===== src/rtl/spi_flash_pkg.sv =====
`default_nettype none
// ============================================================================
// Module   : spi_flash_pkg
// Brief    : Shared opcodes, FSM state encoding and helpers for the SPI
//            flash slave.
// Revision : 1.0 - initial release
// ============================================================================
package spi_flash_pkg;

  // Command opcodes recognised in the first byte of a frame
  localparam logic [7:0] c_cmd_rdid = 8'h9F;  // read JEDEC ID
  localparam logic [7:0] c_cmd_rdsr = 8'h05;  // read status register
  localparam logic [7:0] c_cmd_read = 8'h03;  // read data
  localparam logic [7:0] c_cmd_pp   = 8'h02;  // page program
  localparam logic [7:0] c_cmd_wren = 8'h06;  // write enable
  localparam logic [7:0] c_cmd_wrdi = 8'h04;  // write disable

  typedef enum logic [2:0] {
    ST_IDLE     = 3'd0,
    ST_CMD      = 3'd1,
    ST_ADDR     = 3'd2,
    ST_RD_DATA  = 3'd3,
    ST_WR_DATA  = 3'd4,
    ST_ID_OUT   = 3'd5,
    ST_STAT_OUT = 3'd6,
    ST_IGNORE   = 3'd7
  } state_t;

  // Select one byte of the 24-bit JEDEC ID, byte 0 being the MSB
  function automatic logic [7:0] id_byte(input logic [23:0] id, input logic [1:0] idx);
    logic [7:0] w_b;
    case (idx)
      2'd0:    w_b = id[23:16];
      2'd1:    w_b = id[15:8];
      default: w_b = id[7:0];
    endcase
    return w_b;
  endfunction

endpackage
`default_nettype wire


===== src/rtl/spi_slave_sync.sv =====
`default_nettype none
// ============================================================================
// Module   : spi_slave_sync
// Brief    : Two-flop synchronizer for one asynchronous input plus rise/fall
//            detection on the synchronized value.
// Revision : 1.0 - initial release
// ============================================================================
module spi_slave_sync #(
  parameter logic RST_VAL = 1'b0
) (
  input  logic clock,
  input  logic rst_n,
  input  logic async_in,
  output logic sync_out,
  output logic rise,
  output logic fall
);

  logic r_meta;
  logic r_sync;
  logic r_prev;

  // Metastability chain plus one history flop for edge detection
  always_ff @(posedge clock or negedge rst_n) begin
    if (!rst_n) begin
      r_meta <= RST_VAL;
      r_sync <= RST_VAL;
      r_prev <= RST_VAL;
    end else begin
      r_meta <= async_in;
      r_sync <= r_meta;
      r_prev <= r_sync;
    end
  end

  assign sync_out = r_sync;
  assign rise     = r_sync & ~r_prev;
  assign fall     = ~r_sync & r_prev;

endmodule
`default_nettype wire


===== src/rtl/spi_flash_slave.sv =====
`default_nettype none
// ============================================================================
// Module   : spi_flash_slave
// Brief    : SPI mode-0 serial-flash slave front end. Decodes RDID, RDSR,
//            READ, PP, WREN and WRDI and bridges them onto a simple
//            byte-wide memory port.
// Revision : 1.0 - initial release
// ============================================================================
module spi_flash_slave
  import spi_flash_pkg::*;
#(
  parameter logic [23:0] ID      = 24'hEF4018,
  parameter int          DIV_MIN = 8
) (
  input  logic        clock,
  input  logic        rst_n,
  input  logic        spi_csn,
  input  logic        spi_sck,
  input  logic        spi_mosi,
  output logic        spi_miso,
  output logic        spi_miso_oe,
  output logic [23:0] mem_addr,
  output logic        mem_rd,
  input  logic [7:0]  mem_rdata,
  output logic        mem_wr,
  output logic [7:0]  mem_wdata,
  output logic        wel
);

  // Synchronizer latency plus the prefetch path needs several clocks per
  // sck half period; faster ratios cannot be supported.
  if (DIV_MIN < 6) begin : g_div_min_check
    $error("spi_flash_slave: DIV_MIN must be at least 6");
  end

  // ---------------------------------------------------------------------------
  // Input synchronizers
  // ---------------------------------------------------------------------------
  logic w_csn_s, w_csn_rise, w_csn_fall;
  logic w_unused_sck_s, w_sck_rise, w_sck_fall;
  logic w_mosi_s, w_unused_mosi_rise, w_unused_mosi_fall;

  spi_slave_sync #(.RST_VAL(1'b1)) u_sync_csn (
    .clock(clock), .rst_n(rst_n), .async_in(spi_csn),
    .sync_out(w_csn_s), .rise(w_csn_rise), .fall(w_csn_fall)
  );

  spi_slave_sync #(.RST_VAL(1'b0)) u_sync_sck (
    .clock(clock), .rst_n(rst_n), .async_in(spi_sck),
    .sync_out(w_unused_sck_s), .rise(w_sck_rise), .fall(w_sck_fall)
  );

  spi_slave_sync #(.RST_VAL(1'b0)) u_sync_mosi (
    .clock(clock), .rst_n(rst_n), .async_in(spi_mosi),
    .sync_out(w_mosi_s), .rise(w_unused_mosi_rise), .fall(w_unused_mosi_fall)
  );

  // ---------------------------------------------------------------------------
  // State
  // ---------------------------------------------------------------------------
  state_t      r_state;
  logic [7:0]  r_shift;
  logic [2:0]  r_bit_cnt;
  logic [7:0]  r_cmd_byte;
  logic        r_cmd_done;       // first 8 bits of the frame received
  logic        r_over;           // frame ran past its first byte
  logic        r_is_prog;
  logic        r_prog_addr_done;
  logic [1:0]  r_addr_cnt;
  logic [23:0] r_addr;
  logic [1:0]  r_id_idx;
  logic [7:0]  r_out_sr;
  logic        r_rd_d;
  logic [7:0]  r_rdbuf;
  logic [1:0]  r_settle;
  logic        r_armed;          // a clean csn high has been seen since reset

  logic [7:0]  w_byte;
  logic        w_byte_done;
  logic [23:0] w_addr_full;
  logic        w_out_state;
  logic [7:0]  w_next_byte;

  assign w_byte      = {r_shift[6:0], w_mosi_s};
  assign w_byte_done = (r_bit_cnt == 3'd7);
  assign w_addr_full = {r_addr[15:0], w_byte};
  assign w_out_state = (r_state == ST_ID_OUT) || (r_state == ST_STAT_OUT) ||
                       (r_state == ST_RD_DATA);

  // Byte presented at the start of each outgoing byte
  always_comb begin
    w_next_byte = 8'h00;
    case (r_state)
      ST_ID_OUT:   w_next_byte = id_byte(ID, r_id_idx);
      ST_STAT_OUT: w_next_byte = {6'b0, wel, 1'b0};
      ST_RD_DATA:  w_next_byte = r_rdbuf;
      default:     w_next_byte = 8'h00;
    endcase
  end

  // Frame FSM, serial shifting, memory strobes and write-enable latch
  always_ff @(posedge clock or negedge rst_n) begin
    if (!rst_n) begin
      r_state          <= ST_IDLE;
      r_shift          <= 8'h00;
      r_bit_cnt        <= 3'd0;
      r_cmd_byte       <= 8'h00;
      r_cmd_done       <= 1'b0;
      r_over           <= 1'b0;
      r_is_prog        <= 1'b0;
      r_prog_addr_done <= 1'b0;
      r_addr_cnt       <= 2'd0;
      r_addr           <= 24'h0;
      r_id_idx         <= 2'd0;
      r_out_sr         <= 8'h00;
      r_rd_d           <= 1'b0;
      r_rdbuf          <= 8'h00;
      r_settle         <= 2'd0;
      r_armed          <= 1'b0;
      spi_miso         <= 1'b0;
      spi_miso_oe      <= 1'b0;
      mem_addr         <= 24'h0;
      mem_rd           <= 1'b0;
      mem_wr           <= 1'b0;
      mem_wdata        <= 8'h00;
      wel              <= 1'b0;
    end else begin
      mem_rd <= 1'b0;
      mem_wr <= 1'b0;

      // Wait for the synchronizer to flush before trusting csn, so a frame
      // already in progress at reset release is ignored until csn goes high.
      if (r_settle != 2'd3) r_settle <= r_settle + 2'd1;
      if (r_settle == 2'd3 && w_csn_s) r_armed <= 1'b1;

      // Read data arrives one clock after the strobe
      r_rd_d <= mem_rd;
      if (r_rd_d) r_rdbuf <= mem_rdata;

      if (r_state != ST_IDLE && w_csn_rise) begin
        // End of frame has priority over any coincident sck edge
        if (r_cmd_done && !r_over && r_cmd_byte == c_cmd_wren) wel <= 1'b1;
        if (r_cmd_done && !r_over && r_cmd_byte == c_cmd_wrdi) wel <= 1'b0;
        if (r_prog_addr_done) wel <= 1'b0;
        r_state     <= ST_IDLE;
        spi_miso_oe <= 1'b0;
        spi_miso    <= 1'b0;
      end else if (r_state == ST_IDLE) begin
        if (w_csn_fall && r_armed) begin
          r_state          <= ST_CMD;
          r_bit_cnt        <= 3'd0;
          r_cmd_done       <= 1'b0;
          r_over           <= 1'b0;
          r_is_prog        <= 1'b0;
          r_prog_addr_done <= 1'b0;
          r_addr_cnt       <= 2'd0;
        end
      end else begin
        if (w_sck_rise) begin
          r_shift   <= w_byte;
          r_bit_cnt <= r_bit_cnt + 3'd1;
          if (r_cmd_done) r_over <= 1'b1;
          if (w_byte_done) begin
            case (r_state)
              ST_CMD: begin
                r_cmd_byte <= w_byte;
                r_cmd_done <= 1'b1;
                case (w_byte)
                  c_cmd_rdid: begin
                    r_state     <= ST_ID_OUT;
                    r_id_idx    <= 2'd0;
                    spi_miso_oe <= 1'b1;
                  end
                  c_cmd_rdsr: begin
                    r_state     <= ST_STAT_OUT;
                    spi_miso_oe <= 1'b1;
                  end
                  c_cmd_read: begin
                    r_state   <= ST_ADDR;
                    r_is_prog <= 1'b0;
                  end
                  c_cmd_pp: begin
                    r_state   <= ST_ADDR;
                    r_is_prog <= 1'b1;
                  end
                  default: r_state <= ST_IGNORE;  // WREN/WRDI act at csn rise
                endcase
              end
              ST_ADDR: begin
                r_addr     <= w_addr_full;
                r_addr_cnt <= r_addr_cnt + 2'd1;
                if (r_addr_cnt == 2'd2) begin
                  if (r_is_prog) begin
                    r_state          <= ST_WR_DATA;
                    r_prog_addr_done <= 1'b1;
                  end else begin
                    r_state     <= ST_RD_DATA;
                    spi_miso_oe <= 1'b1;
                    mem_addr    <= w_addr_full;
                    mem_rd      <= 1'b1;
                  end
                end
              end
              ST_RD_DATA: begin
                // Prefetch the following byte; 24-bit address wraps naturally
                r_addr   <= r_addr + 24'd1;
                mem_addr <= r_addr + 24'd1;
                mem_rd   <= 1'b1;
              end
              ST_WR_DATA: begin
                if (wel) begin
                  mem_wr    <= 1'b1;
                  mem_wdata <= w_byte;
                  mem_addr  <= r_addr;
                  r_addr    <= {r_addr[23:8], r_addr[7:0] + 8'd1};
                end
              end
              default: ;
            endcase
          end
        end

        if (w_sck_fall && w_out_state) begin
          if (r_bit_cnt == 3'd0) begin
            // Byte boundary: present MSB of the next outgoing byte
            spi_miso <= w_next_byte[7];
            r_out_sr <= {w_next_byte[6:0], 1'b0};
            if (r_state == ST_ID_OUT)
              r_id_idx <= (r_id_idx == 2'd2) ? 2'd0 : r_id_idx + 2'd1;
          end else begin
            spi_miso <= r_out_sr[7];
            r_out_sr <= {r_out_sr[6:0], 1'b0};
          end
        end
      end
    end
  end

endmodule
`default_nettype wire


===== config.mk =====
export PLATFORM = sky130hd
export DESIGN_NAME = spi_flash_slave
export DESIGN_NICKNAME = d
export VERILOG_FILES = /design/src/rtl/spi_flash_pkg.sv /design/src/rtl/spi_slave_sync.sv /design/src/rtl/spi_flash_slave.sv
export SDC_FILE = /design/constraint.sdc
export NUM_CORES = 1
export LEC_CHECK = 0
export CORE_UTILIZATION = 35
export DETAILED_ROUTE_END_ITERATION = 6
export PLACE_DENSITY = 0.53
export SLEW_MARGIN = 20
export SYNTH_ARGS = -nofsm -noshare
export SYNTH_HDL_FRONTEND = slang
export SYNTH_SLANG_ARGS = --single-unit

===== constraint.sdc =====
create_clock -name clock -period 4.7 [get_ports clock]
set_input_delay 0.94 -clock clock [delete_from_list [all_inputs] [get_ports clock]]
set_output_delay 0.94 -clock clock [all_outputs]
set_load 0.1 [all_outputs]

==> flow_summary.toml, run 1 <==
[detailed_routing]
totalWireLength_mm = 15.1
drc = 0
via_per_inst = 5.50
wl_per_cell_microns = 17.2
num_vias = 4825
drt_iter0_markers = 419
ant_nets = 0
first_pass_iters = 5

[global_route]
grt_pass1_vias = 4648
grt-ovfl-total = 0
antenna_found_initial = 0
grt_pass1_wl_mm = 24.8
grt_max_degree = 49
gr-usage-all-layers_pct = 18.2

[power_and_ir_drop]
power.leakage_uw = 0.00296
p_per_area_mw_per_mm2 = 443
vdd_drop_max_v = 0.000272

[cts]
cts_setup_buffers = 0
cts_hold_buffers = 0
h-tree-depth = 4
clock_path_buffers = 2
clock_latency_ps = 420
cts_resized = 0
clockRootBuffer = "clkbuf_16"
clock_sinks = 117
cts_tree = "yes"
clk_pin_slew_ps = 50
cts_buffers = 17

[cells_and_area]
fillers = 1577
layout-drive-gt1-share_pct = 11.7
fin_util_pct = 43.0
nets = 663
n_antenna_cell = 0
final_cells = 877
syn2layout_area_growth_pct = 20.4

[sta]
fmax_mhz = 333
slew_headroom_pct = 34.4
drv_slew = 0
max_slew.worst_pin.slew_ps = 981
setup_viol = 0
period_needed_ps = 3000
period_share_pct = 63.9
whs_ps = 347
rsz0062_at_grt = "no"
fin_ws_ps = 1700
hold_violations = 0
skew_ps = 10.4
tns_ps = 0

[worst_setup_path]
path_buf_inv = 1
cp_data_arrival_time_ps = 2060
crit_fanout = 5
required_ps = 3760
worst_path_max_delay_cell = "clkdlybuf4s50_1"
cp-end-kind = "primary output"
r2r_start = "r_state[2]"
crit_path_start = "wel"
crit_chain = "clkdlybuf4s50_1"
start_kind = "flip-flop"
critPathKind = "flip-flop to primary output"
cp_top_family = "buffers and inverters"
critPathMaxStageDelay_ps = 1190

[yosys]
yosys.area.top_type = "dfrtp_1"
synth_top_cell_area_share_pct = 48.4
syn_nets = 633
postSynthAreaPerCell_sq_um = 9.60
synthArstFlopShare_pct = 100
ys_seq_area_share_pct = 49.7
syn_area_sq_mm = 0.00590
synthCells = 614
synth_ff_type = "dfrtp_1"
synth_cell_types = 57
netlist_top_cells_area = "dfrtp_1, mux2_2, nand2_1"
yosysWarnings = 0
synth-seq-cells = 117
synth_edf_count = 0

[placed_design]
dp_hpwl_mm = 10.0
place_congestion = 0.858
io_buffers = 49
preCtsSetupSlack_ps = 2130
dp_cells = 845

[hold_path]
hold_path.class = "flip-flop to flip-flop"
min_from = "u_sync_sck.r_meta"

[outcome]
status = "completed"

[die]
num_io_pins = 50
die_h_microns = 132
num_rows = 47
core_sq_mm = 0.0165
die-area_sq_mm = 0.0174
start_util_pct = 35.7
die_w_microns = 132

[flow_run]
drv_cap = 0
[power breakdown]
| part | total (uW) | internal, uW | switching, uW |
|---|---|---|---|
| clock | 1270 | 817 | 457 |
| sequential | 1260 | 1100 | 159 |
| combinational | 608 | 243 | 364 |
| total | 3140 | 2160 | 980 |
[cells in the final DEF (no fill, tap or decap), drive strengths merged, types with 5 or more instances in the layout]
cell,netlist,final
nand2,74,74
o21a,5,5
mux2,29,29
or3,6,6
o31a,5,5
o31ai,6,6
nand3,11,11
a22oi,10,10
and2,6,6
clkdlybuf4s50,0,48
ha,6,6
a21oi,42,42
nor4,11,11
inv,11,11
a2bb2oi,6,6
nand4,7,7
a31oi,18,18
nand3b,5,5
and4,5,5
nor2,48,48
a221oi,5,5
a22o,6,6
buf,24,8
nor3,11,11
o21ai,54,54
and3,8,8
clkbuf,21,23
dfrtp,114,114
xnor2,5,5
nand2b,7,7
[registers in the layout, summed over array words and instances, names as in the netlist, 2 cells and up]
name	cells
r_out_sr	7
r_addr	24
r_settle	2
mem_addr	24
r_id_idx	2
r_rdbuf	8
r_state	3
r_shift	7
mem_wdata	8
r_bit_cnt	3
r_cmd_byte	8
r_addr_cnt	2
[kinds of logic after synthesis]
family / after synthesis / share of synthesized area, %
adder cells (fa/ha/maj): 6 / 1.27
flip-flops: 117 / 49.7
multiplexers: 32 / 6.05
XOR/XNOR: 5 / 0.743
buffers and inverters: 56 / 4.18
AND/OR/NAND/NOR: 216 / 18.2
AO/OA/AOI/OAI: 182 / 19.8
[final timing paths]
| path | end | slack, ps | cells after the start |
|---|---|---|---|
| worst max-delay path | wel | 1700 | 1 |
| min in group asynchronous | r_rdbuf[6] | 530 | 1 |
| worst max register to register | r_addr[6] | 2070 | 6 |
| worst min register to register | u_sync_sck.sync_out | 350 | 0 |
| max in group asynchronous | u_sync_csn.r_meta | 3210 | 2 |
| worst min-delay path | u_sync_sck.sync_out | 350 | 0 |
[area by class of cell]
type	count	area, sq um	area share, %
timing repair buffer	56	541	7.61
multi-input combinational	441	2730	38.5
tap	220	275	3.88
inverter	11	41.3	0.581
sequential	117	2930	41.3
clock buffer	23	478	6.73
clock inverter	9	103	1.44
[stage by stage]
stage,cell area (sq um),total power [uW]
after floorplan,5900,1700
after global placement,6520,1860
after detailed placement,6520,1880
after CTS,7100,3170
after global routing,7100,3310
final,7100,3140
[metal layers]
layer  part of all wire [%]  GRT usage (%)  vias to the layer above
met2                     46           27.2                      142
met4                    1.6           6.85                        0
met1                     49           25.2                     2361
met3                    4.3           4.69                       16
met5                      0              0                        -
li1                       -              -                     2306
[Yosys cell counts (all sizes together) (2+ instances only)]
cell / count
nor2: 48
dfstp: 3
o21ai: 54
and3b: 3
clkbuf: 21
nand3b: 5
nand2b: 7
dfrtp: 114
a211oi: 3
and2: 6
a221oi: 5
a22oi: 10
xnor2: 5
o21bai: 2
nor4: 11
mux2i: 3
or4: 3
ha: 6
and3: 8
or3: 6
nor4b: 3
o31ai: 6
inv: 11
a31oi: 18
nor3: 11
nor2b: 4
nand3: 11
o22a: 2
mux2: 29
a21o: 4
and4: 5
o31a: 5
buf: 24
a41oi: 4
a21oi: 42
a22o: 6
a2bb2oi: 6
nand4: 7
o21a: 5
a21boi: 2
o41ai: 2
nand2: 74
No activity file was read; power rests on OpenSTA's default activity.
==> run 2, diff against run 1 <==
--- a/config.mk
+++ b/config.mk
@@ -7,7 +7,7 @@
 export LEC_CHECK = 0
 export CORE_UTILIZATION = 35
 export DETAILED_ROUTE_END_ITERATION = 6
-export PLACE_DENSITY = 0.53
+export PLACE_DENSITY = 0.55
 export SLEW_MARGIN = 20
 export SYNTH_ARGS = -nofsm -noshare
 export SYNTH_HDL_FRONTEND = slang
==> constraint.sdc (replaced) <==
create_clock -name clock -period 2.6 [get_ports clock]
set_input_delay 0.52 -clock clock [delete_from_list [all_inputs] [get_ports clock]]
set_output_delay 0.52 -clock clock [all_outputs]
set_load 0.1 [all_outputs]
==> run 2 against run 1 <==
- clock-buffer cell count fell by 1
- global-route usage grew 0.34 points
- non-clock buffer count rose by 18
- core utilization rose by 0.63 points
- final cell count up 2.1%
- wire length is 0.12% lower
- critical path type is now flip-flop to flip-flop
==> flow_summary.toml, run 2 (synthesized netlist as in run 1, its figures left out) <==
[outcome]
status = "completed"

[cts]
clk_pin_slew_ps = 50
clock_latency_ps = 420
cts_setup_buffers = 0
cts_resized = 0
clock_sinks = 117
clock_path_buffers = 2
cts_hold_buffers = 0
cts_buffers = 17
h-tree-depth = 4
clockRootBuffer = "clkbuf_16"
cts_tree = "yes"

[worst_setup_path]
cp_data_arrival_time_ps = 2660
r2r_slack_ps = 240
start_kind = "flip-flop"
crit_fanout = 10
required_ps = 2900
critPathKind = "flip-flop to flip-flop"
cp-end-kind = "flip-flop"
r2r_start = "r_bit_cnt[0]"
reg2reg_depth = 7
reg2reg_to = "r_id_idx[0]"

[cells_and_area]
fin_util_pct = 43.6
syn2layout_area_growth_pct = 22.2
final_cell_area_sq_mm = 0.00720
final_common_cell = "dfrtp_1"
multi_input_area_sq_mm = 0.00273
top_regs = "mem_addr: 24 flops, r_addr: 24 flops"
nets = 681
layout-drive-gt1-share_pct = 19.6
n_antenna_cell = 0
layout_common_cells = "dfrtp_1, nand2_1, buf_4"
fillers = 1584
final_cells = 895
regArea_sq_mm = 0.00293

[global_route]
grt_pass1_wl_mm = 25.3
grt_max_degree = 48
antenna_found_initial = 0
grt-ovfl-total = 0
grt_pass1_vias = 4786
gr-usage-all-layers_pct = 18.5

[sta]
tns_ps = 0
period_share_pct = 91.0
fmax_mhz = 423
whs_ps = 134
hold_violations = 0
rsz0062_at_grt = "no"
drv_slew = 0
period_needed_ps = 2360
setup_viol = 0
skew_ps = 7.11
max_slew.worst_pin.slew_ps = 905
slew_headroom_pct = 38.8

[power_and_ir_drop]
vdd_drop_max_v = 0.000506
p_per_area_mw_per_mm2 = 817
power.leakage_uw = 0.00316

[hold_path]
hold_path.class = "input port to async pin"

[placed_design]
placed_cell_area_sq_mm = 0.00659
place_congestion = 0.868
io_buffers = 49
dp_hpwl_mm = 10.4
dp_cells = 863

[detailed_routing]
wl_per_cell_microns = 16.8
via_per_inst = 5.46
totalWireLength_mm = 15.1
drt_iter0_markers = 465
ant_nets = 0
drc = 0
num_vias = 4890
first_pass_iters = 5

[flow_run]
drv_cap = 0

[die]
die_w_microns = 132
die-area_sq_mm = 0.0174
die_h_microns = 132
start_util_pct = 35.7
num_rows = 47
core_sq_mm = 0.0165
num_io_pins = 50
## run 2: cell count changes in the layout (fill, tap and decap cells not counted), sizes merged
cell and change:
bufinv +2, buf +55, clkbuf -1, clkinvlp -2, clkinv +1, clkdlybuf4s50 -37
## run 2: worst max-delay path, cell delays in order (launching register included)
cell	delay [ps]
dfrtp_1	380
ha_1	160
ha_1	190
nand3b_1	150
or2_1	330
or3_1	580
o32a_1	270
a22o_1	190
## run 2: how the worst max path moves through the flow
stage | from | endpoint | slack (ps)
3_5_place_dp | r_bit_cnt[0] | r_id_idx[0] | 250
5_1_grt | r_bit_cnt[0] | r_id_idx[1] | 90
6_report | r_bit_cnt[0] | r_id_idx[0] | 240
4_1_cts | r_bit_cnt[0] | r_id_idx[0] | 220
2_1_floorplan | r_bit_cnt[0] | r_id_idx[0] | 560
3_3_place_gp | r_bit_cnt[0] | r_id_idx[0] | 320
## run 2: per-stage QoR
step	worst slack, ps	total power, uW
2_1_floorplan	562	3070
3_5_place_dp	249	3460
6_report	235	5890
4_1_cts	224	5930
3_3_place_gp	321	3410
5_1_grt	88.6	6200
## run 2: cell type report
class                           count  area share [%]
Inverter                           11           0.573
Sequential cell                   117            40.7
Multi-Input combinational cell    441            37.9
Clock buffer                       22            6.44
Clock inverter                     10            2.12
Tap cell                          220            3.82
Timing Repair Buffer               74            8.44
## run 2: routing by layer
layer / vias to the layer above / global-route usage (%) / routed length, microns
met3: 11 / 4.34 / 576
met5: - / 0 / 0
met2: 113 / 28.2 / 6930
met4: 0 / 6.33 / 138
li1: 2337 / - / -
met1: 2429 / 25.8 / 7420
## run 2: power breakdown
group | switching, uW | internal (uW)
sequential | 281 | 2000
combinational | 677 | 473
clock | 816 | 1640
==> run 3, diff against run 2 <==
--- a/config.mk
+++ b/config.mk
@@ -5,9 +5,11 @@
 export SDC_FILE = /design/constraint.sdc
 export NUM_CORES = 1
 export LEC_CHECK = 0
+export CELL_PAD_IN_SITES_DETAIL_PLACEMENT = 1
+export CELL_PAD_IN_SITES_GLOBAL_PLACEMENT = 1
 export CORE_UTILIZATION = 35
 export DETAILED_ROUTE_END_ITERATION = 6
-export PLACE_DENSITY = 0.55
+export PLACE_DENSITY = 0.67
 export SLEW_MARGIN = 20
 export SYNTH_ARGS = -nofsm -noshare
 export SYNTH_HDL_FRONTEND = slang
==> run 3 against run 2 <==
- combinational power barely moved
- core utilization fell by 0.51 points
- hold slack got worse by 93 ps
- sequential cell count did not move
- sequential power barely moved
- non-clock buffer count fell by 3
- largest cell class unchanged
==> flow_summary.toml, run 3 (synthesized netlist as in run 1, its figures left out) <==
[sta]
tns_ps = 0
fmax_mhz = 416
skew_ps = 7.51
rsz0062_at_grt = "no"
period_needed_ps = 2400
drv_slew = 0
slew_headroom_pct = 48.8
period_share_pct = 92.5
hold_violations = 0
max_slew.worst_pin.slew_ps = 768
setup_viol = 0

[worst_setup_path]
crit_fanout = 10
start_kind = "flip-flop"
reg2reg_depth = 7
crit_chain = "ha_1 > ha_1 > nand3b_1 > or2_1 > or3_1 > o32a_1 > a22o_1"
required_ps = 2910
critPathKind = "flip-flop to flip-flop"
worst_path_max_delay_cell = "or3_1"
cp-end-kind = "flip-flop"
worst_path_most_repeated_cell = "ha_1"
cp_data_arrival_time_ps = 2710
critPathMaxStageDelay_ps = 580
path_buf_inv = 0
worstSetupPathDepth = 7
cp_top_family = "simple AND/OR/NAND/NOR gates"

[detailed_routing]
met1Wirelength_mm = 7.61
via_per_inst = 5.59
first_pass_iters = 4
drt_iter0_markers = 237
totalWireLength_mm = 16.8
wl_met2_mm = 8.09
num_vias = 4984
wl_met3_microns = 645
ant_nets = 0
top_layer_used = "met4"
wl_per_cell_microns = 18.8
drc = 0

[power_and_ir_drop]
vdd_drop_max_v = 0.000513
p_per_area_mw_per_mm2 = 792
internal_power_uw = 3820
seqPwrFrac_pct = 40.5
pwr-share-comb_pct = 21.0
swShare_pct = 32.3
power.leakage_uw = 0.00311
switchingPower_uw = 1820
clockPowerShare_pct = 38.5

[outcome]
status = "completed"

[cts]
cts_setup_buffers = 0
clock_sinks = 117
cts_buffers = 17
cts_resized = 0
cts_tree = "yes"
clock_latency_ps = 420
cts_hold_buffers = 0
clk_pin_slew_ps = 50
h-tree-depth = 4
clockRootBuffer = "clkbuf_16"
clock_path_buffers = 2

[global_route]
antenna_found_initial = 0
grt-ovfl-total = 0
grt_pass1_wl_mm = 28.4
gr-usage-all-layers_pct = 20.9
grt_max_degree = 48
grt_pass1_vias = 5305

[die]
die_h_microns = 132
num_io_pins = 50
die_w_microns = 132
num_rows = 47
core_sq_mm = 0.0165
die-area_sq_mm = 0.0174
start_util_pct = 35.7

[cells_and_area]
layout-drive-gt1-share_pct = 19.2
fin_util_pct = 43.1
n_antenna_cell = 0
syn2layout_area_growth_pct = 20.8
top_regs = "mem_addr: 24 flops, r_addr: 24 flops"
nets = 678
layout_common_cells = "dfrtp_1, nand2_1, buf_4"
final_common_cell = "dfrtp_1"
fillers = 1852

[hold_path]
hold_path.class = "input port to async pin"

[flow_run]
drv_cap = 0

[placed_design]
io_buffers = 49
place_congestion = 0.836
dp_hpwl_mm = 11.7
==> run 3: worst paths after layout <==
check                                      endpoint              start  slack [ps]
worst max-delay path                    r_id_idx[0]       r_bit_cnt[0]         200
worst min-delay path                     r_rdbuf[2]              rst_n          40
worst max register to register          r_id_idx[0]       r_bit_cnt[0]         200
worst min register to register  u_sync_sck.sync_out  u_sync_sck.r_meta         340
max in group asynchronous                r_state[1]              rst_n        1810
min in group clock              u_sync_sck.sync_out  u_sync_sck.r_meta         340
==> run 3: power groups by stage <==
stage	Sequential (uW)	Clock [uW]	Combinational [uW]
final	2290	2170	1180
after global routing	2320	2310	1320
after CTS	2290	2230	1200
after detailed placement	2320	0	1190
after global placement	2300	0	1140
after floorplan	2150	0	923
==> run 3: per-stage QoR <==
| stage | total power, uW | cell area (sq um) | cells | hold WS (ps) | setup slack [ps] |
|---|---|---|---|---|---|
| CTS | 5710 | 7120 | 891 | 47.7 | 199 |
| global placement | 3430 | 6580 | 860 | 332 | 299 |
| finish | 5640 | 7120 | 891 | 41.3 | 196 |
| global route | 5960 | 7120 | 891 | 58.8 | 0.602 |
| floorplan | 3070 | 5900 | 614 | 224 | 562 |
| detailed placement | 3510 | 6580 | 860 | 338 | 214 |
==> run 3: metal layers <==
metal	track usage, %	up-vias
met3	5.23	34
met5	0	-
met1	26.7	2527
met4	8.79	0
li1	-	2327
met2	33.7	96
==> run 3: worst register-to-register path: cells and delay by family, from the launching register on <==
kind,cells,cell delay [ps]
fa+ha+maj,2,370
simple gates,3,1070
compound gates,2,470
flops,1,380
==> run 3: layout make-up <==
class / count / area, sq um / share of cell area [%]
multi-input cells: 441 / 2730 / 38.4
inverters: 11 / 41.3 / 0.580
clock inverters: 10 / 82.6 / 1.16
repair buffers: 71 / 598 / 8.40
clock buffers: 21 / 460 / 6.47
well taps: 220 / 275 / 3.87
flip-flops and latches: 117 / 2930 / 41.2
